<file path="config.mk">
export PLATFORM = sky130hd
export DESIGN_NAME = mvm_stream_feeder
export DESIGN_NICKNAME = d
export VERILOG_FILES = /design/src/rtl/mvm_stream_feeder.sv
export SDC_FILE = /design/constraint.sdc
export NUM_CORES = 1
export LEC_CHECK = 0
export CAP_MARGIN = 0
export CORE_MARGIN = 2
export CORE_UTILIZATION = 44
export CTS_CLUSTER_SIZE = 12
export DETAILED_ROUTE_END_ITERATION = 8
export SETUP_SLACK_MARGIN = 0.15
export SYNTH_ARGS = -nofsm -noshare
export SYNTH_HDL_FRONTEND = slang
export SYNTH_SLANG_ARGS = --single-unit
</file>
<file path="constraint.sdc">
create_clock -name clk -period 2.45 [get_ports clk]
set_input_delay 0.3675 -clock clk [delete_from_list [all_inputs] [get_ports clk]]
set_output_delay 0.3675 -clock clk [all_outputs]
set_load 0.01 [all_outputs]
</file>
<file path="src/rtl/mvm_stream_feeder.sv">
// Streams a stored N*N+2N word frame (A, B, X) rpt times per start; first word 2 cycles after start.
// One word per cycle under m_ready; the output register holds its word while the sink stalls.
module mvm_stream_feeder #(
   parameter int N = 3,
   localparam int FRAME = N*N + 2*N,
   localparam int AW = $clog2(FRAME)
) (
   input  logic                 clk,
   input  logic                 reset,
   input  logic                 cfg_wr_en,
   input  logic [AW-1:0]        cfg_addr,
   input  logic signed [7:0]    cfg_data,
   input  logic                 start,
   input  logic [3:0]           rpt,
   output logic signed [7:0]    data_out,
   output logic                 m_valid,
   input  logic                 m_ready,
   output logic                 busy,
   output logic                 done
);

   typedef enum logic [2:0] {IDLE, SEND_A, SEND_B, SEND_X, DONE} state_t;

   localparam logic [AW-1:0] LAST_A = AW'(N*N - 1);
   localparam logic [AW-1:0] LAST_B = AW'(N*N + N - 1);
   localparam logic [AW-1:0] LAST_X = AW'(FRAME - 1);

   state_t            state_q;
   logic signed [7:0] mem_q [FRAME];
   logic [AW-1:0]     wcnt_q;
   logic [AW-1:0]     fptr_q;
   logic [3:0]        fcnt_q;
   logic [3:0]        ffcnt_q;
   logic [3:0]        rpt_q;
   logic              fetch_q;
   logic signed [7:0] data_q;
   logic              valid_q;
   logic              busy_q;
   logic              done_q;

   logic hs_d;
   logic load_d;
   logic wr_d;
   logic fetch_last_d;
   logic frame_last_d;

   assign hs_d         = valid_q && m_ready;
   assign load_d       = fetch_q && (!valid_q || m_ready);
   assign wr_d         = cfg_wr_en && !busy_q && (int'(cfg_addr) < FRAME);
   assign fetch_last_d = ({1'b0, ffcnt_q} + 5'd1) == {1'b0, rpt_q};
   assign frame_last_d = ({1'b0, fcnt_q} + 5'd1) == {1'b0, rpt_q};

   assign data_out = data_q;
   assign m_valid  = valid_q;
   assign busy     = busy_q;
   assign done     = done_q;

   // Buffer contents are deliberately not reset; writes are only accepted while idle.
   always_ff @(posedge clk) begin
      if (wr_d) begin
         mem_q[cfg_addr] <= cfg_data;
      end
   end

   always_ff @(posedge clk or posedge reset) begin
      if (reset) begin
         state_q <= IDLE;
         wcnt_q  <= '0;
         fptr_q  <= '0;
         fcnt_q  <= '0;
         ffcnt_q <= '0;
         rpt_q   <= '0;
         fetch_q <= 1'b0;
         data_q  <= '0;
         valid_q <= 1'b0;
         busy_q  <= 1'b0;
         done_q  <= 1'b0;
      end else begin
         done_q <= 1'b0;

         // Fetch side runs ahead of the handshake side by at most the one output register.
         if (load_d) begin
            data_q  <= mem_q[fptr_q];
            valid_q <= 1'b1;
            if (fptr_q == LAST_X) begin
               fptr_q <= '0;
               if (fetch_last_d) begin
                  fetch_q <= 1'b0;
               end else begin
                  ffcnt_q <= ffcnt_q + 4'd1;
               end
            end else begin
               fptr_q <= fptr_q + AW'(1);
            end
         end else if (hs_d) begin
            valid_q <= 1'b0;
         end

         case (state_q)
            IDLE: begin
               if (start) begin
                  state_q <= SEND_A;
                  busy_q  <= 1'b1;
                  fetch_q <= 1'b1;
                  fptr_q  <= '0;
                  ffcnt_q <= '0;
                  wcnt_q  <= '0;
                  fcnt_q  <= '0;
                  rpt_q   <= (rpt == 4'd0) ? 4'd1 : rpt;
               end
            end
            SEND_A: begin
               if (hs_d) begin
                  wcnt_q <= wcnt_q + AW'(1);
                  if (wcnt_q == LAST_A) begin
                     state_q <= SEND_B;
                  end
               end
            end
            SEND_B: begin
               if (hs_d) begin
                  wcnt_q <= wcnt_q + AW'(1);
                  if (wcnt_q == LAST_B) begin
                     state_q <= SEND_X;
                  end
               end
            end
            SEND_X: begin
               if (hs_d) begin
                  if (wcnt_q == LAST_X) begin
                     wcnt_q <= '0;
                     if (frame_last_d) begin
                        state_q <= DONE;
                        done_q  <= 1'b1;
                     end else begin
                        fcnt_q  <= fcnt_q + 4'd1;
                        state_q <= SEND_A;
                     end
                  end else begin
                     wcnt_q <= wcnt_q + AW'(1);
                  end
               end
            end
            DONE: begin
               state_q <= IDLE;
               busy_q  <= 1'b0;
            end
            default: begin
               state_q <= IDLE;
            end
         endcase
      end
   end

   hold_stable_a: assert property (@(posedge clk) disable iff (reset)
      (valid_q && !m_ready) |=> (valid_q && $stable(data_q)));

endmodule

</file>
Yosys cells after proc, flatten, opt, wreduce, memory -nomap -nowiden:

Memories as Yosys holds them, arrays and structs flattened. A register that Yosys moved wholly into a read port is not among the register bits.
Index checks and enable logic that the tools add are counted.

* reduce and logical (&&, ||, !) cells: 19
* order comparisons: 1
* multiplexer cells: 43
* add/subtract/negate cells: 6
* equal/unequal tests: 19

Operator list (number)
* $mux W4: 17
* $mux W3: 8
* $add A4 B1 Y4 const B: 4
* $eq A4 B4 Y1 const B: 4
* $ne A2 B2 Y1 const B: 8
* $mux W1: 14
* $pmux W3 S4: 1
* $pmux W4 S3: 1
* $add A4 B1 Y5 const B: 2
* $eq A5 B4 Y1: 2
* $pmux W4 S2: 1
* $reduce_and A7 Y1: 1
* $eq A3 B2 Y1 const B: 2
* $reduce_bool A2 Y1: 3
* $reduce_and A5 Y1: 1
* $logic_and A1 B1 Y1: 4
* $logic_not A4 Y1: 1
* $lt A4 B4 Y1 const B: 1
* $reduce_and A2 Y1: 2
* $reduce_and A4 Y1: 1
* $eq A3 B1 Y1 const B: 1
* $eq A3 B3 Y1 const B: 1
* $logic_not A3 Y1: 1
* $reduce_bool A3 Y1: 1
* 5 further kinds: 6

* output and inout bits: 11
* input port bits: 21
* memories kept: 1
* flip-flop bits (word level): 27
* bits in writable memories: 120
* word-level logic and storage cells: 99

Memory list
* mem_q: depth 15, bits a word 8, read ports 1, clocked after Yosys merged registers in 1, write ports 1, RTL line 29 `logic signed [7:0] mem_q [FRAME];`

Longest topological paths before layout:

* word-level depth: 7
* gate-level depth with buffers: 6
* gate-level depth less buffers: 6

Worst setup path after synthesis:

Ideal clock, no wire load.

* path type: reg-to-reg
* start point: register busy_q, in the netlist busy
* end point: memory mem_q[4][0] (enable)
* stages on the path, launching flop included: 4
* path buffers: 0
* data arrival time: 1669 ps
* clock period less this slack: 2052 ps
* path slack: 398 ps
* library setup time: 383 ps
* data required time: 2067 ps
* cells stage by stage: dfrtp_1 nand2b_1 or3b_2 nor3_1

* longest elaborated chain between the ends: 5

RTL lines
* from (decl): RTL line 38 `logic busy_q;`
* from (signal assigned): RTL line 76 `busy_q <= 1'b0;`
* from (signal assigned): RTL line 103 `busy_q <= 1'b1;`
* from (signal assigned): RTL line 146 `busy_q <= 1'b0;`
* $logic_not A1 Y1: RTL line 49 `assign wr_d = cfg_wr_en && !busy_q && (int'(cfg_addr) < FRAME);`
* $logic_and A1 B1 Y1 (2 in a row): RTL line 49
* $mux W1: RTL line 60 `if (wr_d) begin`
* $mux W1 (not written as such): RTL line 61 `mem_q[cfg_addr] <= cfg_data;`
* to (decl): RTL line 29

Every way passes these cells.

Final worst setup path:

* start point: register fcnt_q[0]
* end point: register fcnt_q[3]

* longest elaborated chain between the ends: 5
* elaborated cells on any way between the ends: 9
* those cells by class: add/sub: 2; eq/ne: 2; mux: 4; reduce/logical: 1

RTL lines
* from (decl): RTL line 32 `logic [3:0] fcnt_q;`
* from (signal assigned): RTL line 136 `fcnt_q <= fcnt_q + 4'd1;`
* branches (longest 5 deep; another with $add A4 B1 Y5)

Parallel ways; which one is timed is not known. The select of a mux whose other input is x is not followed.
A chain may end at the register's enable or synchronous reset.

==> flow_summary.toml <==
[timing]
fin_crit_sh = 0.847
rsz0062_at_grt = "no"
fmax_mhz = 482
setup_viol_count_final = 0
period_needed_ns = 2.08
fin_skew_ns = 0.00574
worst_pin_slew_ns = 0.631
layout_setup_ws_ns = 0.375
hold_violations = 0
report.final.slew_viol_count = 0
fin_tns_setup_ns = 0
slew_headroom = 0.578

[run_status]
status = "completed"

[placement]
placedCellCount = 654
dp_hpwl_um = 8910
gp_congestion = 0.850
placed_cell_area_um2 = 7350
pre_cts_ws_ns = 0.311
port_buffers = 31

[final_layout]
layout-drive-gt1-share = 0.185
areaGrowthSynthToFinish_pct = 18.9
most-common-layout-cells = "edfxtp_1 (120), mux2i_1 (39), dfrtp_1 (34)"
stdcell_area_um2 = 7930
layout.nets = 511
instances_no_fill = 686
antennaDiodeCount = 0
mostFrequentLayoutCell = "edfxtp_1"

[hold_path]
min_path_type = "input port to asynchronous set/reset pin"

[pwr]
power_mw = 8.31
p_leak_nw = 2.89
p_per_area_nw_per_um2 = 1050
vdd_drop_max_uv = 547

[route]
vias = 3790
drt.antenna.violating_nets = 0
wl_um = 13700
wire_per_inst_um = 20.0
via_per_inst = 5.52
drc = 0
drt_first_iter_violations = 327
drt-pass1-iter-count = 5

[synthesis]
yosys.area.top_type_share = 0.540
synthFlopType = "edfxtp_1"
syn_nets = 454
synth.area.top_cells = "edfxtp_1 (54%), dfrtp_1 (13%), mux4_2 (8.1%)"
ys_ff_latch = 155
synth-async-reset-ratio = 0.226
synth_area_per_cell_um2 = 15.6
synth_edf_count = 120
synth_top_area_cell = "edfxtp_1"
ys_warn_count = 0
seq_area_frac_synth = 0.672
postSynthCellCount = 428
syn_area_um2 = 6670
synth.distinct_cells = 54

[clock_network]
clock_sinks = 155
htree_levels = 4
cts_buffers = 17
path_clk_slew_ns = 0.06
root_buffer = "clkbuf_16"
clk-insertion-delay-late_ns = 0.42
cts_resized = 0
cts_tree = "yes"
clock_path_buffers = 2
hold_buffers = 0
post_cts_buffers = 0

[floorplanning]
core_area_um2 = 15000
design.die.area_um2 = 16200
io-pin-count = 32
num_rows = 45
die_h_um = 127
die_w_um = 127
start_util = 0.444

[grt]
grt_overflow = 0
grt_pass1_vias = 3799
grt_usage = 0.183
grt_pass1_wl_um = 21500
grt_antenna_before_repair = 0
grt_start_max_net_pins = 28

[worst_setup_path]
criticalPathCategory = "register to register"
crit_required_ns = 2.76
worstPathArrival_ns = 2.39
cp-start-kind = "register"
critPathMaxFanout = 5
crit_path_end_kind = "register"

[run]
maxCapViolCount = 0
layer usage:
layer	track usage	share of wire	vias up
li1	-	-	1769
met1	0.239	0.43	1897
met2	0.294	0.50	108
met3	0.0582	0.059	16
met4	0.0582	0.015	0
met5	0	0	-
power breakdown:
group          internal [mW]  switching (mW)
clock network           1.44            1.13
registers               3.09           0.310
logic                   1.21            1.13
total                   5.74            2.57
through the flow:
stage | util | hold slack, ns
after global routing | 0.528 | 0.243
after floorplan | - | 0.466
after global placement | 0.489 | 0.477
after CTS | 0.528 | 0.211
after detailed placement | 0.489 | 0.495
final | 0.528 | 0.216
Yosys cell counts, types with 2 or more instances:
master / number
edfxtp_1: 120
mux2i_1: 39
dfrtp_1: 35
nand2_1: 26
mux4_2: 24
nor2_1: 18
inv_1: 17
o21ai_0: 16
a21oi_1: 12
buf_2: 9
nand2b_1: 9
nor3_1: 9
a2bb2oi_1: 8
xnor2_1: 8
nand3_1: 7
ha_1: 5
or3_1: 5
a311oi_1: 4
clkbuf_1: 4
nand4_1: 4
xor2_1: 4
a21o_1: 3
buf_6: 3
nand4b_1: 3
or2_2: 3
and3_1: 2
nor2b_1: 2
nor3b_1: 2
or3b_2: 2
worst max-delay path, cell delays in order, from the launching register on:
cell and delay, ns:
dfrtp_1 0.43, ha_1 0.34, xor2_1 0.16, a211oi_1 0.46, nand3_1 0.23, a221oi_1 0.35
flip-flops by register name (all words and copies together), names as in the netlist:
signal	flops
m_valid	1
rpt_q	4
busy	1
fetch_q	1
fcnt_q	4
done	1
ffcnt_q	4
wcnt_q	4
data_out	8
mem_q	120
fptr_q	4
state_q	3
final timing paths:
path / start / endpoint / slack, ns / cells past startpoint
worst min register to register: data_out[1]$_DFFE_PP0P_ / data_out[1]$_DFFE_PP0P_ / 0.51 / 2
worst max register to register: fcnt_q[0]$_DFFE_PP0P_ / fcnt_q[3]$_DFFE_PP0P_ / 0.37 / 5
worst min-delay path: reset / fcnt_q[2]$_DFFE_PP0P_ / 0.22 / 2
worst max-delay path: fcnt_q[0]$_DFFE_PP0P_ / fcnt_q[3]$_DFFE_PP0P_ / 0.37 / 5
min in group clk: rpt[1] / rpt_q[1]$_DFFE_PP0P_ / 0.51 / 3
max in group asynchronous: reset / fptr_q[0]$_DFF_PP0_ / 1.73 / 3
final cells by class:
cell class | instances | area (um2)
clock buffer | 18 | 429
clock inverter | 14 | 149
fill | 1190 | 7100
inverter | 17 | 63.8
multi-input combinational | 237 | 2020
sequential | 155 | 4480
tap | 188 | 235
timing repair buffer | 57 | 556
cells by family after synthesis:
kind of cell,count (synthesis),share of synthesized area
AO/OA/AOI/OAI,56,0.0580
adder cells (fa/ha/maj),5,0.00938
AND/OR/NAND/NOR,101,0.0797
XOR/XNOR,12,0.0158
multiplexers,63,0.140
buffers and inverters,36,0.0261
flip-flops,155,0.672
(Power assumes the default switching activity.)
